$ cat src/rtl/dino_vga_timing.sv
// -----------------------------------------------------------------------------
// dino_vga_timing
//
// Purpose:
//   VGA raster timing generator. Two counters walk the raster one pixel per
//   enabled clock: hpos runs 0..H_TOTAL-1 along a line, and vpos advances
//   once per line through 0..V_TOTAL-1. The sync, visible-area and
//   end-of-line/frame flags are decoded from those positions.
//
// Ports:
//   clk        in   pixel clock, all state updates on the rising edge
//   rst_n      in   asynchronous active-low reset (release synchronised
//                   externally)
//   tick_en    in   pixel advance enable; everything holds while low
//   hpos       out  [9:0] current pixel column, 0..H_TOTAL-1
//   vpos       out  [9:0] current line, 0..V_TOTAL-1
//   hsync      out  horizontal sync, active low
//   vsync      out  vertical sync, active low
//   display_on out  high while (hpos,vpos) lies in the visible area
//   line_end   out  high on the last pixel of every line
//   frame_end  out  high on the last pixel of the last line
// -----------------------------------------------------------------------------
module dino_vga_timing #(
    parameter int H_ACTIVE = 640,
    parameter int H_FP     = 16,
    parameter int H_SYNC   = 96,
    parameter int H_BP     = 48,
    parameter int V_ACTIVE = 480,
    parameter int V_FP     = 10,
    parameter int V_SYNC   = 2,
    parameter int V_BP     = 33
) (
    input  logic       clk,
    input  logic       rst_n,
    input  logic       tick_en,
    output logic [9:0] hpos,
    output logic [9:0] vpos,
    output logic       hsync,
    output logic       vsync,
    output logic       display_on,
    output logic       line_end,
    output logic       frame_end
);

    localparam int H_TOTAL = H_ACTIVE + H_FP + H_SYNC + H_BP;
    localparam int V_TOTAL = V_ACTIVE + V_FP + V_SYNC + V_BP;

    // The counters are 10 bits wide, so neither total may exceed 1024.
    if (H_TOTAL > 1024 || V_TOTAL > 1024) begin : g_total_too_large
        $error("dino_vga_timing: H_TOTAL (%0d) and V_TOTAL (%0d) must be <= 1024",
               H_TOTAL, V_TOTAL);
    end

    localparam logic [9:0] H_LAST = 10'(H_TOTAL - 1);
    localparam logic [9:0] V_LAST = 10'(V_TOTAL - 1);

    // Window bounds are one bit wider than the counters: an end bound may
    // legitimately equal 1024 when a porch is zero.
    localparam logic [10:0] H_VIS_END   = 11'(H_ACTIVE);
    localparam logic [10:0] H_SYNC_BEG  = 11'(H_ACTIVE + H_FP);
    localparam logic [10:0] H_SYNC_END  = 11'(H_ACTIVE + H_FP + H_SYNC);
    localparam logic [10:0] V_VIS_END   = 11'(V_ACTIVE);
    localparam logic [10:0] V_SYNC_BEG  = 11'(V_ACTIVE + V_FP);
    localparam logic [10:0] V_SYNC_END  = 11'(V_ACTIVE + V_FP + V_SYNC);

    logic [9:0]  h_next;
    logic [9:0]  v_next;
    logic [10:0] h_ext;
    logic [10:0] v_ext;

    // Next raster position. With tick_en low the position simply holds.
    always_comb begin
        h_next = hpos;
        v_next = vpos;
        if (tick_en) begin
            if (hpos == H_LAST) begin
                h_next = '0;
                v_next = (vpos == V_LAST) ? '0 : vpos + 10'd1;
            end else begin
                h_next = hpos + 10'd1;
            end
        end
    end

    assign h_ext = {1'b0, h_next};
    assign v_ext = {1'b0, v_next};

    // The flags are decoded from the *next* position and registered together
    // with it, so every flag lines up with the hpos/vpos it describes in the
    // same cycle while still coming straight out of a flop (glitch-free, and
    // no combinational path from tick_en to any output).
    always_ff @(posedge clk or negedge rst_n) begin
        if (!rst_n) begin
            hpos       <= '0;
            vpos       <= '0;
            hsync      <= 1'b1;
            vsync      <= 1'b1;
            display_on <= 1'b1;
            line_end   <= 1'b0;
            frame_end  <= 1'b0;
        end else begin
            hpos       <= h_next;
            vpos       <= v_next;
            hsync      <= !((h_ext >= H_SYNC_BEG) && (h_ext < H_SYNC_END));
            vsync      <= !((v_ext >= V_SYNC_BEG) && (v_ext < V_SYNC_END));
            display_on <= (h_ext < H_VIS_END) && (v_ext < V_VIS_END);
            line_end   <= (h_next == H_LAST);
            frame_end  <= (h_next == H_LAST) && (v_next == V_LAST);
        end
    end

endmodule

$ cat config.mk
export PLATFORM = sky130hd
export DESIGN_NAME = dino_vga_timing
export DESIGN_NICKNAME = d
export VERILOG_FILES = /design/src/rtl/dino_vga_timing.sv
export SDC_FILE = /design/constraint.sdc
export NUM_CORES = 1
export LEC_CHECK = 0
export ABC_AREA = 1
export CAP_MARGIN = 20
export CORE_MARGIN = 3
export CORE_UTILIZATION = 41
export DETAILED_ROUTE_END_ITERATION = 6
export PLACE_DENSITY = 0.66
export SLEW_MARGIN = 5
export SYNTH_ARGS = -nofsm -noshare
export SYNTH_HDL_FRONTEND = slang
export SYNTH_SLANG_ARGS = --single-unit
$ cat constraint.sdc
create_clock -name clk -period 1.8 [get_ports clk]
set_input_delay 0.36 -clock clk [delete_from_list [all_inputs] [get_ports clk]]
set_output_delay 0.36 -clock clk [all_outputs]
set_load 0.01 [all_outputs]
* Word level (Yosys, flattened, before mapping)
Cells that the tools add are included. Widths: inputs -> output; s select.
Storage, ports and cells: input bits 3, word-level logic and storage cells 30, register bits 25
Cells by class: multiplexer cells 5, equal/unequal tests 4, $add $sub $neg 2, $lt $le $gt $ge 6, reductions and logical operators 6
Operator list (number):
- $mux 10 | 5
- $eq 10x10->1 const B | 4
- $add 10x1->10 const B | 2
- $lt 10x10->1 const B | 2
- $lt 10x9->1 const B | 2
- $ge 10x10->1 const B | 1
- $ge 10x9->1 const B | 1
- $logic_and 1x1->1 | 4
- $logic_not 1->1 | 2

* Logic depth before layout (Yosys ltp)
word-level depth 7, mapped depth 12, gate-level depth less buffers 12

* Worst setup path after synthesis
Ideal clock, no wire load.
path kind register to register, start register hpos[0], end register vsync, data required time 1718 ps, period minus slack after synthesis 1703 ps, arrival time 1621 ps, slack 97 ps, setup time 82 ps, cell stages (with the launch flop) 11, path through dfrtp_1 ha_1 nand2_2 nor2_8 nand3_4 buf_6 o21bai_2 nand2_1 nor2_1 nand3_1 nand3b_4
Between the ends: word-level cells in the longest chain between the ends 6, elaborated cells on any way between the ends 7
Ends and longest elaborated chain:
- from (decl) | RTL line 36 | output logic [9:0] hpos,
- from (signal assigned) | RTL line 102 | hpos <= h_next;
- $eq 10x10->1 * | RTL line 76 | if (hpos == H_LAST) begin
- $mux 10 * | RTL line 76
- $mux 10 * | RTL line 75 | if (tick_en) begin
- $ge 10x9->1 or $lt 10x9->1 (tied branches) | RTL line 105 | vsync <= !((v_ext >= V_SYNC_BEG) && (v_ext < V_SYNC_END));
- $logic_and 1x1->1 * | RTL line 105
- $logic_not 1->1 * | RTL line 105
- to (signal assigned) | RTL line 105
- to (decl) | RTL line 39 | output logic vsync,
Mark *: on every way between the ends. The rest lies on a longest branch, timed or not.

* Final worst setup path
start register hpos[1], end register frame_end
Between the ends: word-level cells in the longest chain between the ends 5, elaborated cells on any way between the ends 9
Ends and longest elaborated chain:
- $add 10x1->10 or $eq 10x10->1 (tied branches) | RTL line 80, 76
- $mux 10 | RTL line 76
- $mux 10 | RTL line 75
- $eq 10x10->1 | RTL line 108 | frame_end <= (h_next == H_LAST) && (v_next == V_LAST);
- $logic_and 1x1->1 * | RTL line 108
- to (signal assigned) | RTL line 108
- to (decl) | RTL line 42 | output logic frame_end
Marked as above.

==> out/metrics.cfg <==
[synth]
synth_top_area_frac = 0.348
synth-edff-count = 0
synth-seq-cells = 25
synth-async-reset-ratio = 1.00
netlist_area_um2 = 1580
syn_inst = 211
synth_nets = 217
synth_most_common_cell = nand2_1
synthTopCellsByArea = dfrtp_1, nand2_1, inv_1
yosys_most_used_dff = dfrtp_1
yosysTopAreaCell = dfrtp_1
yosys_warnings = 0
avgSynthCellArea_um2 = 7.51
ys_types = 25
ys_seq_area_frac = 0.397
yosys-top-cells-count = nand2_1, inv_1, nor2_1

[min_path]
hp-class = primary input to asynchronous set/reset pin

[detailed_routing]
dr.pass1.iters = 4
vias = 1532
drc = 0
wl_um = 4000
ant_nets = 0
first_iter_violations = 92
wl_per_cell_um = 12.5
viasPerCell = 4.80

[clock_tree]
cts_buffers = 3
ctsHtreeMaxLevel = 1
cts.sinks = 25
cts_hold_buf = 0
cts-root-buf = clkbuf_8
clk_pin_slew_ns = 0.09
clk_path_buf_depth = 2
clk-insertion-delay-late_ns = 0.27
cts_tree = done

[power]
p_sw_mw = 0.953
p_sw_frac = 0.398
peakVddDrop_uv = 648
p_clk_frac = 0.141
p_seq_frac = 0.349
combPwrFrac = 0.511
p_int_mw = 1.44
p_leak_nw = 1.23
powerDensity_nw_per_um2 = 1050

[sta]
clock.fmax_mhz = 567
post-route-period-util = 0.980
setup_viol = 0
final.min_clock_period_ns = 1.76
slew_viol_final = 0
hold_violations = 0
slew-limit-headroom = 0.789
rsz0062_at_grt = yes
hold-worst-slack_ns = 0.448
tightestPinTransition_ns = 0.315
clock_skew_ns = 0.00691
finalWorstSetupSlack_ns = 0.0354

[layout]
antenna_cells = 0
multiInputGateArea_um2 = 863
seqCellArea_um2 = 631
final_cells = 319
syn_to_final_growth_pct = 44.5
nets = 280
final.fill_count = 325
layout-drive-gt1-share = 0.297

[global_route]
grt_overflow = 0
grt_pass1_vias = 1455
grt_max_degree = 26
grt_antenna_before_repair = 0
grt_util_all_layers = 0.182
grt_first_pass_wirelength_um = 6410

[setup_path]
critPathKind = flip-flop to flip-flop
arrival_ns = 1.97
cp-start-kind = flip-flop
cp_max_fo = 6
cp-end-kind = flip-flop
required_ns = 2.01

[flow_run]
drv_cap = 0

[die]
initial_utilization = 0.450
die_x_um = 68.2
die_y_um = 68.2
coreArea_um2 = 3520
ioPinCount = 28
rows = 21
die_area_um2 = 4650

[place]
place_inst = 310
port_buffers = 27
hpwl_um = 2920
gp_congestion = 0.830
dpl_worst_slack_ns = -0.269

[outcome]
outcome = finished clean

-- cell usage in the layout, fill, tap and decap left out, types with 2 or more instances in the layout --
master and n:
nand4_1 9, o21ai_1 3, buf_4 31, nand3_1 11, nand3_2 6, xor2_1 2, a21oi_1 3, ha_1 2
clkbuf_8 3, dfrtp_1 21, o21ai_0 3, nand2_2 4, o21bai_2 3, inv_1 38, clkdlybuf4s50_1 26, inv_2 7
nor2_8 2, dfstp_2 3, nand3_4 2, nor2_2 5, nand2_1 52, nor2_4 8, nor2_1 18
-- final timing paths --
kind	end	slack (ns)	cells after the start	startpoint
max	frame_end$_DFF_PN0_	0.04	9	hpos[1]$_DFF_PN0_
min in group clk	hpos[4]$_DFF_PN0_	0.61	1	hpos[4]$_DFF_PN0_
max reg2reg	frame_end$_DFF_PN0_	0.04	9	hpos[1]$_DFF_PN0_
min	vpos[0]$_DFF_PN0_	0.45	2	rst_n
min reg2reg	hpos[4]$_DFF_PN0_	0.61	1	hpos[4]$_DFF_PN0_
max in group asynchronous	vsync$_DFF_PN1_	1.06	2	rst_n
-- what timing repair did --
item,in CTS,in global routing
gates resized for setup,0,30
endpoints found under the setup margin,0,5
buffers inserted,0,4
-- worst max-delay path, cell delays in order, from the launching register on --
cell and delay [ns]:
dfrtp_1 0.41, ha_4 0.16, nand2_4 0.06, nor2_8 0.19, nand3_1 0.15, nand2_1 0.13, nand4_1 0.08, nor3_1 0.27
nand3_2 0.14, nor2_1 0.12
-- power groups by stage --
stage / Clock (mW) / Combinational [mW] / Sequential (mW)
finish: 0.337 / 1.22 / 0.834
global route: 0.366 / 1.36 / 0.857
CTS: 0.343 / 1.11 / 0.811
detailed placement: 0 / 1.11 / 0.822
global placement: 0 / 1.10 / 0.818
floorplan: 0 / 0.481 / 0.890
-- routing by layer --
layer	global-route usage	vias to the layer above	routed length (um)
met2	0.279	36	1890
met5	0	-	0
met3	0.0197	2	142
li1	-	774	-
met4	0.0447	0	29
met1	0.272	720	1930
-- sequential cells by signal, summed over array words and instances (netlist names) --
signal	cells
line_end	1
hpos	10
frame_end	1
vpos	10
hsync	1
vsync	1
display_on	1
-- area by class of cell --
cell class,count,share of cell area
multi-input cells,139,0.377
repair buffers,59,0.226
clock buffers,4,0.0197
inverters,46,0.0765
flip-flops and latches,25,0.276
well taps,46,0.0252
-- stage by stage --
stage,power (mW),setup TNS [ns],utilization,cell area [um^2]
floorplan,1.37,0,-,1580
global placement,1.92,-1.34,0.596,2100
detailed placement,1.93,-1.60,0.596,2100
CTS,2.27,0,0.609,2140
global route,2.58,-0.245,0.650,2290
finish,2.39,0,0.650,2290
-- logic make-up after synthesis --
family / synth area share
buffers and inverters: 0.123
flip-flops: 0.397
AND/OR/NAND/NOR: 0.379
adder cells (fa/ha/maj): 0.0237
AO/OA/AOI/OAI: 0.0498
XOR/XNOR: 0.0269
(Power assumes the default switching activity.)
